[src/rtl/l15_port_arbiter.sv]
// rtl/l15_port_arbiter.sv - round-robin arbiter sharing the core->L1.5 port between imem and dmem
// One transaction in flight at a time; responses are steered to the owner, with a response watchdog.
module l15_port_arbiter #(
  parameter int TIMEOUT = 256
) (
  input  logic        clk,
  input  logic        nrst,
  input  logic [4:0]  imem_l15_rqtype,
  input  logic [2:0]  imem_l15_size,
  input  logic [31:0] imem_l15_address,
  input  logic        imem_l15_val,
  input  logic [4:0]  mem_l15_rqtype,
  input  logic [2:0]  mem_l15_size,
  input  logic [31:0] mem_l15_address,
  input  logic [63:0] mem_l15_data,
  input  logic        mem_l15_val,
  output logic        l15_imem_header_ack,
  output logic        l15_mem_header_ack,
  output logic        l15_imem_val,
  output logic        l15_mem_val,
  output logic [63:0] l15_rsp_data_0,
  output logic [63:0] l15_rsp_data_1,
  output logic [3:0]  l15_rsp_returntype,
  output logic [4:0]  core_l15_rqtype,
  output logic [2:0]  core_l15_size,
  output logic [31:0] core_l15_address,
  output logic [63:0] core_l15_data,
  output logic        core_l15_val,
  input  logic        l15_core_header_ack,
  input  logic        l15_core_val,
  input  logic [3:0]  l15_core_returntype,
  input  logic [63:0] l15_core_data_0,
  input  logic [63:0] l15_core_data_1,
  output logic        core_l15_req_ack,
  output logic        arb_owner,
  output logic        arb_timeout
);

  localparam int WW = (TIMEOUT > 2) ? $clog2(TIMEOUT) : 1;

  typedef enum logic [1:0] {S_IDLE, S_REQ, S_RESP} state_t;

  state_t          state_q;
  logic            owner_q;
  logic            last_grant_q;
  logic [3:0]      exp_rt_q;
  logic [WW-1:0]   wdog_q;
  logic [4:0]      hold_rqtype_q;
  logic [2:0]      hold_size_q;
  logic [31:0]     hold_addr_q;
  logic [63:0]     hold_data_q;

  logic            owner_val;
  logic            any_req;
  logic            winner;
  logic [4:0]      win_rqtype;
  logic [4:0]      live_rqtype;
  logic [2:0]      live_size;
  logic [31:0]     live_addr;
  logic [63:0]     live_data;
  logic            rsp_match;
  logic            wdog_fire;

  function automatic logic [3:0] rt_for(input logic [4:0] rq);
    case (rq)
      5'b00001: rt_for = 4'b0100;
      5'b10000: rt_for = 4'b0001;
      default:  rt_for = 4'b0000;
    endcase
  endfunction

  // On a tie the requester that was not served last wins.
  assign any_req    = imem_l15_val | mem_l15_val;
  assign winner     = (imem_l15_val & mem_l15_val) ? ~last_grant_q : mem_l15_val;
  assign win_rqtype = winner ? mem_l15_rqtype : imem_l15_rqtype;

  assign owner_val   = owner_q ? mem_l15_val : imem_l15_val;
  assign live_rqtype = owner_q ? mem_l15_rqtype  : imem_l15_rqtype;
  assign live_size   = owner_q ? mem_l15_size    : imem_l15_size;
  assign live_addr   = owner_q ? mem_l15_address : imem_l15_address;
  assign live_data   = owner_q ? mem_l15_data    : 64'd0;

  assign rsp_match = (state_q == S_RESP) && l15_core_val && (l15_core_returntype == exp_rt_q);
  assign wdog_fire = (state_q == S_RESP) && (TIMEOUT != 0) && !rsp_match &&
                     (wdog_q == WW'(TIMEOUT - 1));

  always_ff @(posedge clk or negedge nrst) begin
    if (!nrst) begin
      state_q       <= S_IDLE;
      owner_q       <= 1'b0;
      last_grant_q  <= 1'b1;
      exp_rt_q      <= 4'd0;
      wdog_q        <= '0;
      hold_rqtype_q <= 5'd0;
      hold_size_q   <= 3'd0;
      hold_addr_q   <= 32'd0;
      hold_data_q   <= 64'd0;
    end else begin
      case (state_q)
        S_IDLE: begin
          if (any_req) begin
            owner_q  <= winner;
            exp_rt_q <= rt_for(win_rqtype);
            state_q  <= S_REQ;
          end
        end
        S_REQ: begin
          if (!owner_val) begin
            state_q <= S_IDLE;
          end else if (l15_core_header_ack) begin
            state_q       <= S_RESP;
            wdog_q        <= '0;
            hold_rqtype_q <= live_rqtype;
            hold_size_q   <= live_size;
            hold_addr_q   <= live_addr;
            hold_data_q   <= live_data;
          end
        end
        S_RESP: begin
          if (rsp_match || wdog_fire) begin
            last_grant_q <= owner_q;
            state_q      <= S_IDLE;
          end else if (TIMEOUT != 0) begin
            wdog_q <= wdog_q + 1'b1;
          end
        end
        default: state_q <= S_IDLE;
      endcase
    end
  end

  always_comb begin
    l15_imem_header_ack = 1'b0;
    l15_mem_header_ack  = 1'b0;
    l15_imem_val        = 1'b0;
    l15_mem_val         = 1'b0;
    core_l15_val        = 1'b0;
    core_l15_rqtype     = 5'd0;
    core_l15_size       = 3'd0;
    core_l15_address    = 32'd0;
    core_l15_data       = 64'd0;
    case (state_q)
      S_REQ: begin
        core_l15_val     = owner_val;
        core_l15_rqtype  = live_rqtype;
        core_l15_size    = live_size;
        core_l15_address = live_addr;
        core_l15_data    = live_data;
        l15_imem_header_ack = owner_val & l15_core_header_ack & ~owner_q;
        l15_mem_header_ack  = owner_val & l15_core_header_ack &  owner_q;
      end
      S_RESP: begin
        core_l15_rqtype  = hold_rqtype_q;
        core_l15_size    = hold_size_q;
        core_l15_address = hold_addr_q;
        core_l15_data    = hold_data_q;
        l15_imem_val     = rsp_match & ~owner_q;
        l15_mem_val      = rsp_match &  owner_q;
      end
      default: ;
    endcase
  end

  // Every L1.5 response is consumed; only a matching one in RESP is forwarded.
  assign core_l15_req_ack   = l15_core_val;
  assign l15_rsp_data_0     = l15_core_data_0;
  assign l15_rsp_data_1     = l15_core_data_1;
  assign l15_rsp_returntype = l15_core_returntype;
  assign arb_owner          = owner_q;
  assign arb_timeout        = wdog_fire;

endmodule

[config.mk]
export PLATFORM = sky130hd
export DESIGN_NAME = l15_port_arbiter
export DESIGN_NICKNAME = d
export VERILOG_FILES = /design/src/rtl/l15_port_arbiter.sv
export SDC_FILE = /design/constraint.sdc
export NUM_CORES = 1
export LEC_CHECK = 0
export ABC_CLOCK_PERIOD_IN_PS = 3900
export CAP_MARGIN = 10
export CORE_AREA = 2 2 206 208
export CTS_CLUSTER_DIAMETER = 40
export DETAILED_ROUTE_END_ITERATION = 7
export DIE_AREA = 0 0 208 210
export PLACE_DENSITY = 0.6
export SYNTH_ARGS = -nofsm -noshare
export SYNTH_HDL_FRONTEND = slang
export SYNTH_SLANG_ARGS = --single-unit
[constraint.sdc]
create_clock -name clk -period 3.9 [get_ports clk]
set_input_delay 0.78 -clock clk [delete_from_list [all_inputs] [get_ports clk]]
set_output_delay 0.78 -clock clk [all_outputs]
set_load 0.02 [all_outputs]
==> run metrics, run 1 <==
DIE WIDTH=208 µm; GR Util met1=15.03%; static leakage=4.463 nW; ys flop type=dfrtp_1; max cap viols=0; CTS tree=yes; vias in the first global route=7234; CTS resizes=0; # port buffers=269; CP Max Fanout=64; post-detail-place hpwl=19390 µm; worst path required time=3.12 ns; Area Growth Syn to Fin=34.95%; final routed DRC violation total=0; Peak VDD IR=270.8 µV; GR Overflow Total=0; Fin. Hold Viols=0; Core Footprint=41480 µm²; post-synthesis sequential area ratio=36.62%; I/O pins=526; critical path class=register to output pin; FMAX=0.2763 GHz; Final Util=26.24%; Yosys cell types=47; largest net degree at the start of global routing=75; FF-to-FF setup slack=0.91 ns; fin crit share=92.81%; Yosys Warn Count=0; commonest cells after routing, fill and taps aside=268 x clkdlybuf4s50_1, 255 x nand2_1, 116 x dfrtp_1; via count=7149; clk slew on worst S/H paths=0.05 ns; Hold WC Path Type=input pin to async pin; initial antenna violation count=1; Total Nets Final=1358; GR Util All Layers=12.44%; RR Endpoint=hold_data_q[1]; GPL Wtd Cong=0.7329; Period minus WS final=3.620 ns; syn avg cell area=8.265 µm²; Crit. End Element=output pin; reg2reg path depth=9; die area=43680 µm²; initial core utilization=19.45%; setup bufs post-CTS=0; met3 GRT Util=4.157%; ys async rst share=100.0%; final max-slew violation count=0; Post-DRT Antenna Nets=0; Slew headroom=39.70%; WL/cell=16.94 µm; RSZ-0062 raised after global routing=no; # hold bufs at CTS=0; Max clock buf depth=2; number of synthesized flops with an enable pin=0; Setup Viol. Count Final=0; Syn Nets=1262; synthesized area=8066 µm²; via density per instance=4.405; commonest non-fill, non-tap cell in the layout=clkdlybuf4s50_1; total clock sinks=118; Worst Max-Slew Pin Slew=0.9046 ns; CTS Buf Count=17; global route hottest layer=met2; drt pass-1 iters=5; critical path arrival=2.84 ns; RR Startpoint=state_q[1]; PD cells=683.8 nW/µm²; first-pass GRT wire length=42550 µm; status=complete, no violations; clk_lat worst skew=0.42 ns; final setup TNS=0 ns; Setup Skew=0.007638 ns; Post-Route WL=27500 µm; num rows=75; DR iter-0 viols=406; GR Util met2=20.20%; ratio of cells with drive above 1 in the final layout=8.957%; Synth Instances=976; root buf cell=clkbuf_16; Yosys reg bits=118; startpoint types=register; die height=210 µm; H-tree depth=4
==> power by group <==
group | total, mW | internal, mW | switching (mW)
clock | 1.61 | 1.02 | 0.584
combinational | 3.79 | 1.69 | 2.10
sequential | 2.05 | 1.70 | 0.342
==> flip-flops by register name (all words and copies together), names as in the netlist <==
register,count
arb_owner,1
hold_data_q,64
hold_size_q,3
last_grant_q,1
state_q,2
hold_rqtype_q,5
hold_addr_q,32
exp_rt_q,2
wdog_q,8
==> cell usage after synthesis (all sizes together) (3+ instances only) <==
master | instances | area, µm²
ha | 4 | 50.05
a22oi | 104 | 780.8
and2 | 7 | 43.79
inv | 4 | 15.01
nand2 | 255 | 957.2
nand3 | 71 | 370.4
o21ai | 8 | 40.04
nor2b | 104 | 650.6
o31ai | 6 | 45.04
buf | 170 | 1204
nand2b | 4 | 25.02
a22o | 3 | 26.28
dfrtp | 117 | 2928
nor3 | 3 | 15.01
a21oi | 3 | 15.01
mux2 | 41 | 461.7
nor2 | 6 | 25.03
o41ai | 6 | 52.55
clkbuf | 36 | 135.1
==> critical path: stages, from the launching register on <==
cell	delay [ns]
dfrtp_4	0.78
and2_2	0.29
buf_12	0.23
a22oi_1	0.12
nor2b_1	0.21
clkdlybuf4s50_1	0.64
==> how the worst max path moves through the flow <==
| stage | start | endpoint | slack, ns | cells past startpoint |
|---|---|---|---|---|
| after floorplan | state_q[1] | core_l15_data[10] | 1.40 | 8 |
| after global placement | l15_core_header_ack | hold_data_q[18] | 0.50 | 7 |
| after detailed placement | l15_core_header_ack | hold_data_q[12] | 0.48 | 7 |
| after CTS | arb_owner | core_l15_data[7] | 0.24 | 5 |
| after global routing | arb_owner | core_l15_data[4] | 0.11 | 5 |
| final | arb_owner | core_l15_data[7] | 0.28 | 5 |
==> through the flow <==
| stage | instance area (µm²) | power (mW) | hold WS, ns | std cells | setup WS (ns) |
|---|---|---|---|---|---|
| after floorplan | 8066 | 4.524 | 0.4391 | 976 | 1.397 |
| after global placement | 10300 | 5.843 | 0.4487 | 1592 | 0.4980 |
| after detailed placement | 10300 | 5.913 | 0.4557 | 1592 | 0.4777 |
| after CTS | 10880 | 7.573 | 0.3165 | 1622 | 0.2399 |
| after global routing | 10880 | 7.983 | 0.3283 | 1622 | 0.1147 |
| final | 10890 | 7.443 | 0.3052 | 1623 | 0.2805 |
==> cells by family after synthesis <==
group,after synthesis,share of synthesized area (%)
AOI/OAI and AO/OA,139,12.87
xor gates and xnor gates,2,0.2172
adders and majority gates,4,0.6205
buffers and inverters,210,16.78
DFF,118,36.62
muxes,42,5.848
and+or+nand+nor,461,27.04
==> routing by layer <==
layer | vias up | wire (µm)
li1 | 3344 | -
met1 | 3470 | 11410
met2 | 265 | 13330
met3 | 68 | 1845
met4 | 2 | 902
met5 | - | 13
==> cell type report <==
cell class,instances,area [µm²]
antenna,1,2.502
clock buffer,20,456.7
clock inverter,10,130.1
fill,4499,30590
inverter,4,15.01
multi-input combinational,648,3800
sequential,118,2958
tap,539,674.4
timing repair buffer,283,2849
(Power assumes the default switching activity.)
==> run 2, diff against run 1 <==
--- a/config.mk
+++ b/config.mk
@@ -9,9 +9,11 @@
 export CAP_MARGIN = 10
 export CORE_AREA = 2 2 206 208
 export CTS_CLUSTER_DIAMETER = 40
+export CTS_CLUSTER_SIZE = 10
 export DETAILED_ROUTE_END_ITERATION = 7
 export DIE_AREA = 0 0 208 210
 export PLACE_DENSITY = 0.6
 export SYNTH_ARGS = -nofsm -noshare
 export SYNTH_HDL_FRONTEND = slang
 export SYNTH_SLANG_ARGS = --single-unit
+export TNS_END_PERCENT = 50
==> results of run 2 <==
Same layout as run 1: the final DEF is identical, and so are final timing and power.
